### config.mk
export PLATFORM = sky130hd
export DESIGN_NAME = display_scan_ctrl
export DESIGN_NICKNAME = d
export VERILOG_FILES = /design/src/rtl/display_scan_ctrl.sv
export SDC_FILE = /design/constraint.sdc
export NUM_CORES = 1
export LEC_CHECK = 0
export CAP_MARGIN = 20
export CORE_ASPECT_RATIO = 1.25
export CORE_UTILIZATION = 50
export CTS_BUF_LIST = sky130_fd_sc_hd__clkbuf_16
export CTS_CLUSTER_SIZE = 30
export DETAILED_ROUTE_END_ITERATION = 12
export PLACE_DENSITY_LB_ADDON = 0.25
export SYNTH_ARGS = -nofsm -noshare
export SYNTH_HDL_FRONTEND = slang
export SYNTH_SLANG_ARGS = --single-unit
### constraint.sdc
create_clock -name clk -period 3.9 [get_ports clk]
set_clock_uncertainty 0.05 [all_clocks]
set_input_delay 0.78 -clock clk [delete_from_list [all_inputs] [get_ports clk]]
set_output_delay 0.78 -clock clk [all_outputs]
set_load 0.02 [all_outputs]
### src/rtl/display_scan_ctrl.sv
// display_scan_ctrl: multiplexed common-anode 7-segment scanner
// drives one shared bin-to-seg converter across NDIG digits
module display_scan_ctrl #(
  parameter int NDIG         = 4,
  parameter int PRESCALE     = 1000,
  parameter int BLANK_CYCLES = 2
) (
  input  logic              clk,
  input  logic              rst_n,
  input  logic              en,
  input  logic [4*NDIG-1:0] digits_in,
  input  logic [NDIG-1:0]   dp_in,
  input  logic              blank_lead,
  output logic [3:0]        conv_bin,
  input  logic [6:0]        conv_seg,
  output logic [6:0]        seg_out,
  output logic              dp_out,
  output logic [NDIG-1:0]   an_out,
  output logic              frame_done
);

  localparam int CW = (PRESCALE > 1) ? $clog2(PRESCALE) : 1;
  localparam int KW = (NDIG > 1) ? $clog2(NDIG) : 1;
  localparam logic [CW-1:0] BLAST = CW'(BLANK_CYCLES - 1);
  localparam logic [CW-1:0] PLAST = CW'(PRESCALE - 1);
  localparam logic [KW-1:0] KLAST = KW'(NDIG - 1);

  typedef enum logic [1:0] {
    IDLE,
    BLANK,
    SHOW
  } state_t;

  state_t               state;
  logic [CW-1:0]        cnt;
  logic [KW-1:0]        k;
  logic [NDIG-1:0][3:0] snap;
  logic [NDIG-1:0]      snap_dp;
  logic [NDIG-1:0]      snap_blk;
  logic [NDIG-1:0]      blk_mask;
  logic                 allz;
  logic                 show_dp;
  logic [NDIG-1:0]      an_sel;

  // leading-zero mask of the live inputs, latched at snapshot time
  always_comb begin
    blk_mask = '0;
    allz     = 1'b1;
    for (int i = NDIG - 1; i >= 1; i--) begin
      allz        = allz & (digits_in[4*i +: 4] == 4'h0);
      blk_mask[i] = blank_lead & allz;
    end
  end

  // converter input follows the current slot, parked at 0 when idle
  always_comb begin
    conv_bin = (state == IDLE) ? 4'h0 : snap[k];
    show_dp  = snap_dp[k] & ~snap_blk[k];
    an_sel   = snap_blk[k] ? '1 : ~(NDIG'(1) << k);
  end

  // scan FSM: blank guard, show phase, slot and frame sequencing
  always_ff @(posedge clk or negedge rst_n) begin
    if (!rst_n) begin
      state      <= IDLE;
      cnt        <= '0;
      k          <= '0;
      snap       <= '0;
      snap_dp    <= '0;
      snap_blk   <= '0;
      an_out     <= '1;
      seg_out    <= '0;
      dp_out     <= 1'b0;
      frame_done <= 1'b0;
    end else begin
      frame_done <= 1'b0;
      unique case (state)
        IDLE: begin
          if (en) begin
            snap     <= digits_in;
            snap_dp  <= dp_in;
            snap_blk <= blk_mask;
            k        <= '0;
            cnt      <= '0;
            state    <= BLANK;
          end
        end
        BLANK: begin
          cnt     <= cnt + 1'b1;
          seg_out <= conv_seg;
          dp_out  <= show_dp;
          if (cnt == BLAST) begin
            state  <= SHOW;
            an_out <= an_sel;
          end
        end
        SHOW: begin
          seg_out <= conv_seg;
          dp_out  <= show_dp;
          if (cnt == PLAST) begin
            cnt    <= '0;
            an_out <= '1;
            if (k != KLAST) begin
              if (en) begin
                k     <= k + 1'b1;
                state <= BLANK;
              end else begin
                k       <= '0;
                seg_out <= '0;
                dp_out  <= 1'b0;
                state   <= IDLE;
              end
            end else begin
              frame_done <= 1'b1;
              k          <= '0;
              if (en) begin
                snap     <= digits_in;
                snap_dp  <= dp_in;
                snap_blk <= blk_mask;
                state    <= BLANK;
              end else begin
                seg_out <= '0;
                dp_out  <= 1'b0;
                state   <= IDLE;
              end
            end
          end else begin
            cnt <= cnt + 1'b1;
          end
        end
        default: begin
          state  <= IDLE;
          an_out <= '1;
        end
      endcase
    end
  end

endmodule

* After elaboration in Yosys (flattened, before gate mapping)
Index checks and enable logic that the tools add are counted.
** Operators by class
- $lt $le $gt $ge :: 1
- Mux-type cells :: 45
- Shifts and indexed selects :: 1
- Bitwise logic cells :: 9
- Reductions and logical operators :: 12
- Add/subtract/negate cells :: 2
- Equality and inequality tests :: 9
** Operators with widths (number)
- $mux W16 :: 3
- $mux W4 :: 11
- $pmux W16 S2 :: 1
- $pmux W10 S3 :: 1
- $mux W10 :: 2
- $pmux W4 S2 :: 2
- $mux W2 :: 7
- $mux W7 :: 2
- $pmux W7 S2 :: 1
- $logic_not A4 Y1 :: 3
- $pmux W4 S3 :: 1
- $reduce_and A3 Y1 :: 4
- $add A10 B1 Y10 const B :: 1
- $eq A10 B1 Y1 const B :: 1
- $eq A10 B10 Y1 const B :: 1
- $ne A2 B2 Y1 const B :: 5
- $bmux W4 S2 :: 1
- $mux W1 :: 8
- $and A1 B1 Y1 :: 6
- $pmux W2 S3 :: 1
- $bmux W1 S2 :: 2
- $not A4 Y4 :: 1
- $pmux W2 S2 :: 1
- $reduce_bool A2 Y1 :: 2
- other kinds (10) :: 11
** Word-level totals
- Register bits :: 51
- Input port bits :: 31
- Word-level logic and storage cells :: 92
- Output and inout port bits :: 17

* Logic depth before layout (Yosys ltp)
- Word-level depth :: 8
- Depth in mapped cells :: 7

* Worst setup path before layout
Ideal clock, no wire load.
- Path type :: reg2out
- Start point :: register k[0]
- End point :: output conv_bin[0]
- Data required time :: 3.070 ns
- Buffers on the path :: 1
- Arrival :: 1.462 ns
- Setup slack :: 1.608 ns
- Cell stages (with the launch flop) :: 4
- Cell sequence :: dfrtp_1 clkbuf_1 mux4_2 nor2b_1
** On the way
- Longest elaborated chain between the ends :: 3
** Ends and longest elaborated chain
- start: declaration :: RTL line 36 : logic [KW-1:0] k;
- start signal: assignment :: RTL line 105 : k <= k + 1'b1;
- $bmux W4 S2 :: RTL line 57 : conv_bin = (state == IDLE) ? 4'h0 : snap[k];
- $mux W4 (not written as such) :: RTL line 57
- $mux W4 :: RTL line 57
- end: declaration :: RTL line 14 : output logic [3:0] conv_bin,
No other way between the ends. The select of a mux whose other input is x is not followed.

* Final worst setup path
- Start point :: register k[0]
- End point :: output conv_bin[1]
Same word-level chain as after synthesis.

==> flow_metrics.py <==
metrics = {
    "finish": {
        "register_area_um2": 1260,
        "fillers": 408,
        "areaGrowthSynthToFinish_pct": 25.3,
        "multi_input_area_um2": 1260,
        "final_nets": 313,
        "drive_gt1_share_pct": 18.7,
        "antenna_cells": 0,
    },
    "timing": {
        "timing.setup.tns_ns": 0,
        "min_period_ns": 3.02,
        "whs_ns": 0.358,
        "min_period_over_period_pct": 77.4,
        "rsz0062_at_grt": "false",
        "setup_violations": 0,
        "final-hold-violation-count": 0,
        "final_max_slew_viol_count": 0,
        "fmax_ghz": 0.331,
        "tightestPinTransition_ns": 0.705,
        "slew_headroom_pct": 53.0,
    },
    "routing": {
        "drc_errors": 0,
        "avgViaCountPerCell": 5.53,
        "routed_wl_um": 5120,
        "wl_per_cell_um": 15.3,
        "drtIter0Drc": 65,
        "postRouteAntennaNets": 0,
        "dr_total_vias": 1851,
        "dr.pass1.iters": 4,
    },
    "run": {
        "cap_violations": 0,
    },
    "synth": {
        "synth_seq_area_share_pct": 47.5,
        "synth_async_sr_flop_share_pct": 100,
        "yosys_warnings": 0,
        "synth-main-ff-cell": "dfrtp_1",
        "synth_top_area_cell": "dfrtp_1",
        "ys_ff_latch": 50,
        "syn_inst": 225,
        "synth_edf_count": 0,
        "synth_most_common_cell": "dfrtp_1",
        "synth_top_area_share_pct": 43.5,
        "ys_top_cells_by_count": "46 x dfrtp_1, 20 x inv_1, 20 x nand2_1",
        "syn-num-nets": 266,
        "syn_avg_cell_area_um2": 11.8,
        "synth_cell_types": 42,
        "syn_area_um2": 2650,
        "yosys-top-cells-area": "dfrtp_1 44%, mux2_4 10%, ha_1 4.7%, mux4_2 4.3%, dfstp_2 4.0%",
    },
    "critical_path": {
        "critPathKind": "reg -> out",
        "crit_family": "flip-flops",
        "crit_slowest_cell": "dfrtp_1",
        "cpPeakStageDelay_ns": 0.65,
        "cp.arrival_ns": 2.19,
        "cp-end-kind": "primary output",
        "crit_path_max_fanout": 11,
        "r2r_start": "state[0]$_DFFE_PN0P_",
        "crit_cells": 3,
        "ff2ff_setup_slack_ns": 1.69,
        "regToRegEndpoint": "snap[11]$_DFFE_PN0P_",
        "startpoint_type": "register",
        "ff2ff_path_depth": 6,
        "cp.required_ns": 3.07,
        "cp.buffers_inverters": 1,
        "path_cells": "mux4_2 -> nor2b_1 -> clkdlybuf4s50_1",
    },
    "cts": {
        "clockBufferDepth": 2,
        "cts_tree": "built",
        "cts_made_buffers": 5,
        "cts_sinks": 50,
        "cts_setup_buffers": 0,
        "cts.htree.levels": 2,
        "hold_buffers": 0,
        "clk-insertion-delay-late_ns": 0.29,
        "cts_resized": 0,
        "path_clk_slew_ns": 0.07,
        "root_buffer": "clkbuf_16",
    },
    "floorplanning": {
        "design.die.area_um2": 5590,
        "die_y_um": 83.3,
        "placeableCoreArea_um2": 5080,
        "die_w_um": 67.1,
        "ios": 48,
        "initial_utilization_pct": 52.1,
        "rows": 29,
    },
    "global_route": {
        "grt_pass1_vias": 1938,
        "grt_max_degree": 34,
        "grt_pass1_wl_um": 8850,
        "grt_overflow": 0,
        "globalRouteTotalUtil_pct": 20.8,
        "antenna_found_initial": 0,
    },
    "power_and_ir_drop": {
        "powerDensity_nw_per_um2": 681,
        "total_power_mw": 2.26,
        "ir_drop_uv": 357,
        "p_leak_nw": 1.43,
    },
    "placed_design": {
        "place.gp.congestion": 0.820,
        "io_buffer_count": 47,
        "dp_hpwl_um": 3780,
    },
    "min_path": {
        "worstHoldPathType": "in -> async",
    },
    "status": {
        "status": "finished clean",
    },
}
-- worst reg2reg max path, stage by stage (launching register included) --
cell	delay, ns
dfrtp_1	0.40
inv_1	0.11
ha_1	0.36
and3b_1	0.25
a41oi_4	0.16
buf_4	0.39
mux2_2	0.39
-- state kept, by name (all words and copies together), names as in the netlist --
name        count
seg_out         7
snap_blk        3
snap           16
state           2
an_out          4
k               2
snap_dp         4
dp_out          1
cnt            10
frame_done      1
-- layer usage --
| metal | GRT usage, % | part of all wire (%) | up-vias |
|---|---|---|---|
| met1 | 25.5 | 43 | 919 |
| met3 | 4.12 | 2.7 | 9 |
| met5 | 0 | 0 | - |
| met2 | 35.3 | 52 | 36 |
| li1 | - | - | 887 |
| met4 | 7.54 | 2.0 | 0 |
-- cell families (layout without fill, tap and decap cells) --
family          after synthesis  in the layout  share of synthesized area (%)
flops                        50             50                           47.5
buf+inv                      29             77                           4.97
fa+ha+maj                    10             10                           4.73
simple gates                 65             65                           14.0
mux                          34             34                           19.0
xor+xnor                      4              4                           1.32
compound gates               33             33                           8.47
-- how the worst max path moves through the flow --
| stage | startpoint | endpoint |
|---|---|---|
| floorplan | k[0]$_DFFE_PN0P_ | conv_bin[0] |
| global placement | k[0]$_DFFE_PN0P_ | conv_bin[1] |
| detailed placement | k[0]$_DFFE_PN0P_ | conv_bin[1] |
| CTS | k[0]$_DFFE_PN0P_ | conv_bin[1] |
| global route | k[0]$_DFFE_PN0P_ | conv_bin[1] |
| finish | k[0]$_DFFE_PN0P_ | conv_bin[1] |
-- area by class of cell --
| class | instances | area share, % |
|---|---|---|
| multi-input combinational | 146 | 38.0 |
| sequential | 50 | 37.9 |
| clock buffer | 5 | 3.78 |
| timing repair buffer | 49 | 14.5 |
| tap | 62 | 2.34 |
| clock inverter | 3 | 1.25 |
| inverter | 20 | 2.27 |
-- power by group --
group          leakage (nW)  internal (mW)  switching (mW)
sequential            0.623          0.695           0.105
clock                0.0812          0.300           0.185
combinational         0.725          0.504           0.467
total                  1.43           1.50           0.757
-- placed cells by master (no fill, tap or decap), drive strengths merged, types with 3 or more instances in the layout --
cell type,count
nor4,5
a21oi,5
nand4,4
nor2b,5
mux2,26
o21ai,16
mux4,5
nand2,20
nor3,6
clkbuf,5
ha,10
xnor2,3
mux2i,3
nor2,5
inv,21
buf,3
dfrtp,46
or3,4
nand3,5
clkdlybuf4s50,46
dfstp,4
-- through the flow --
stage / std cells / area, µm² / utilization, % / setup WS [ns]
6_report: 335 / 3310 / 65.2 / 0.881
3_5_place_dp: 327 / 3150 / 61.9 / 1.16
2_1_floorplan: 225 / 2650 / - / 1.61
4_1_cts: 335 / 3310 / 65.2 / 0.844
5_1_grt: 335 / 3310 / 65.2 / 0.738
3_3_place_gp: 327 / 3150 / 61.9 / 1.17
(Power assumes the default switching activity.)
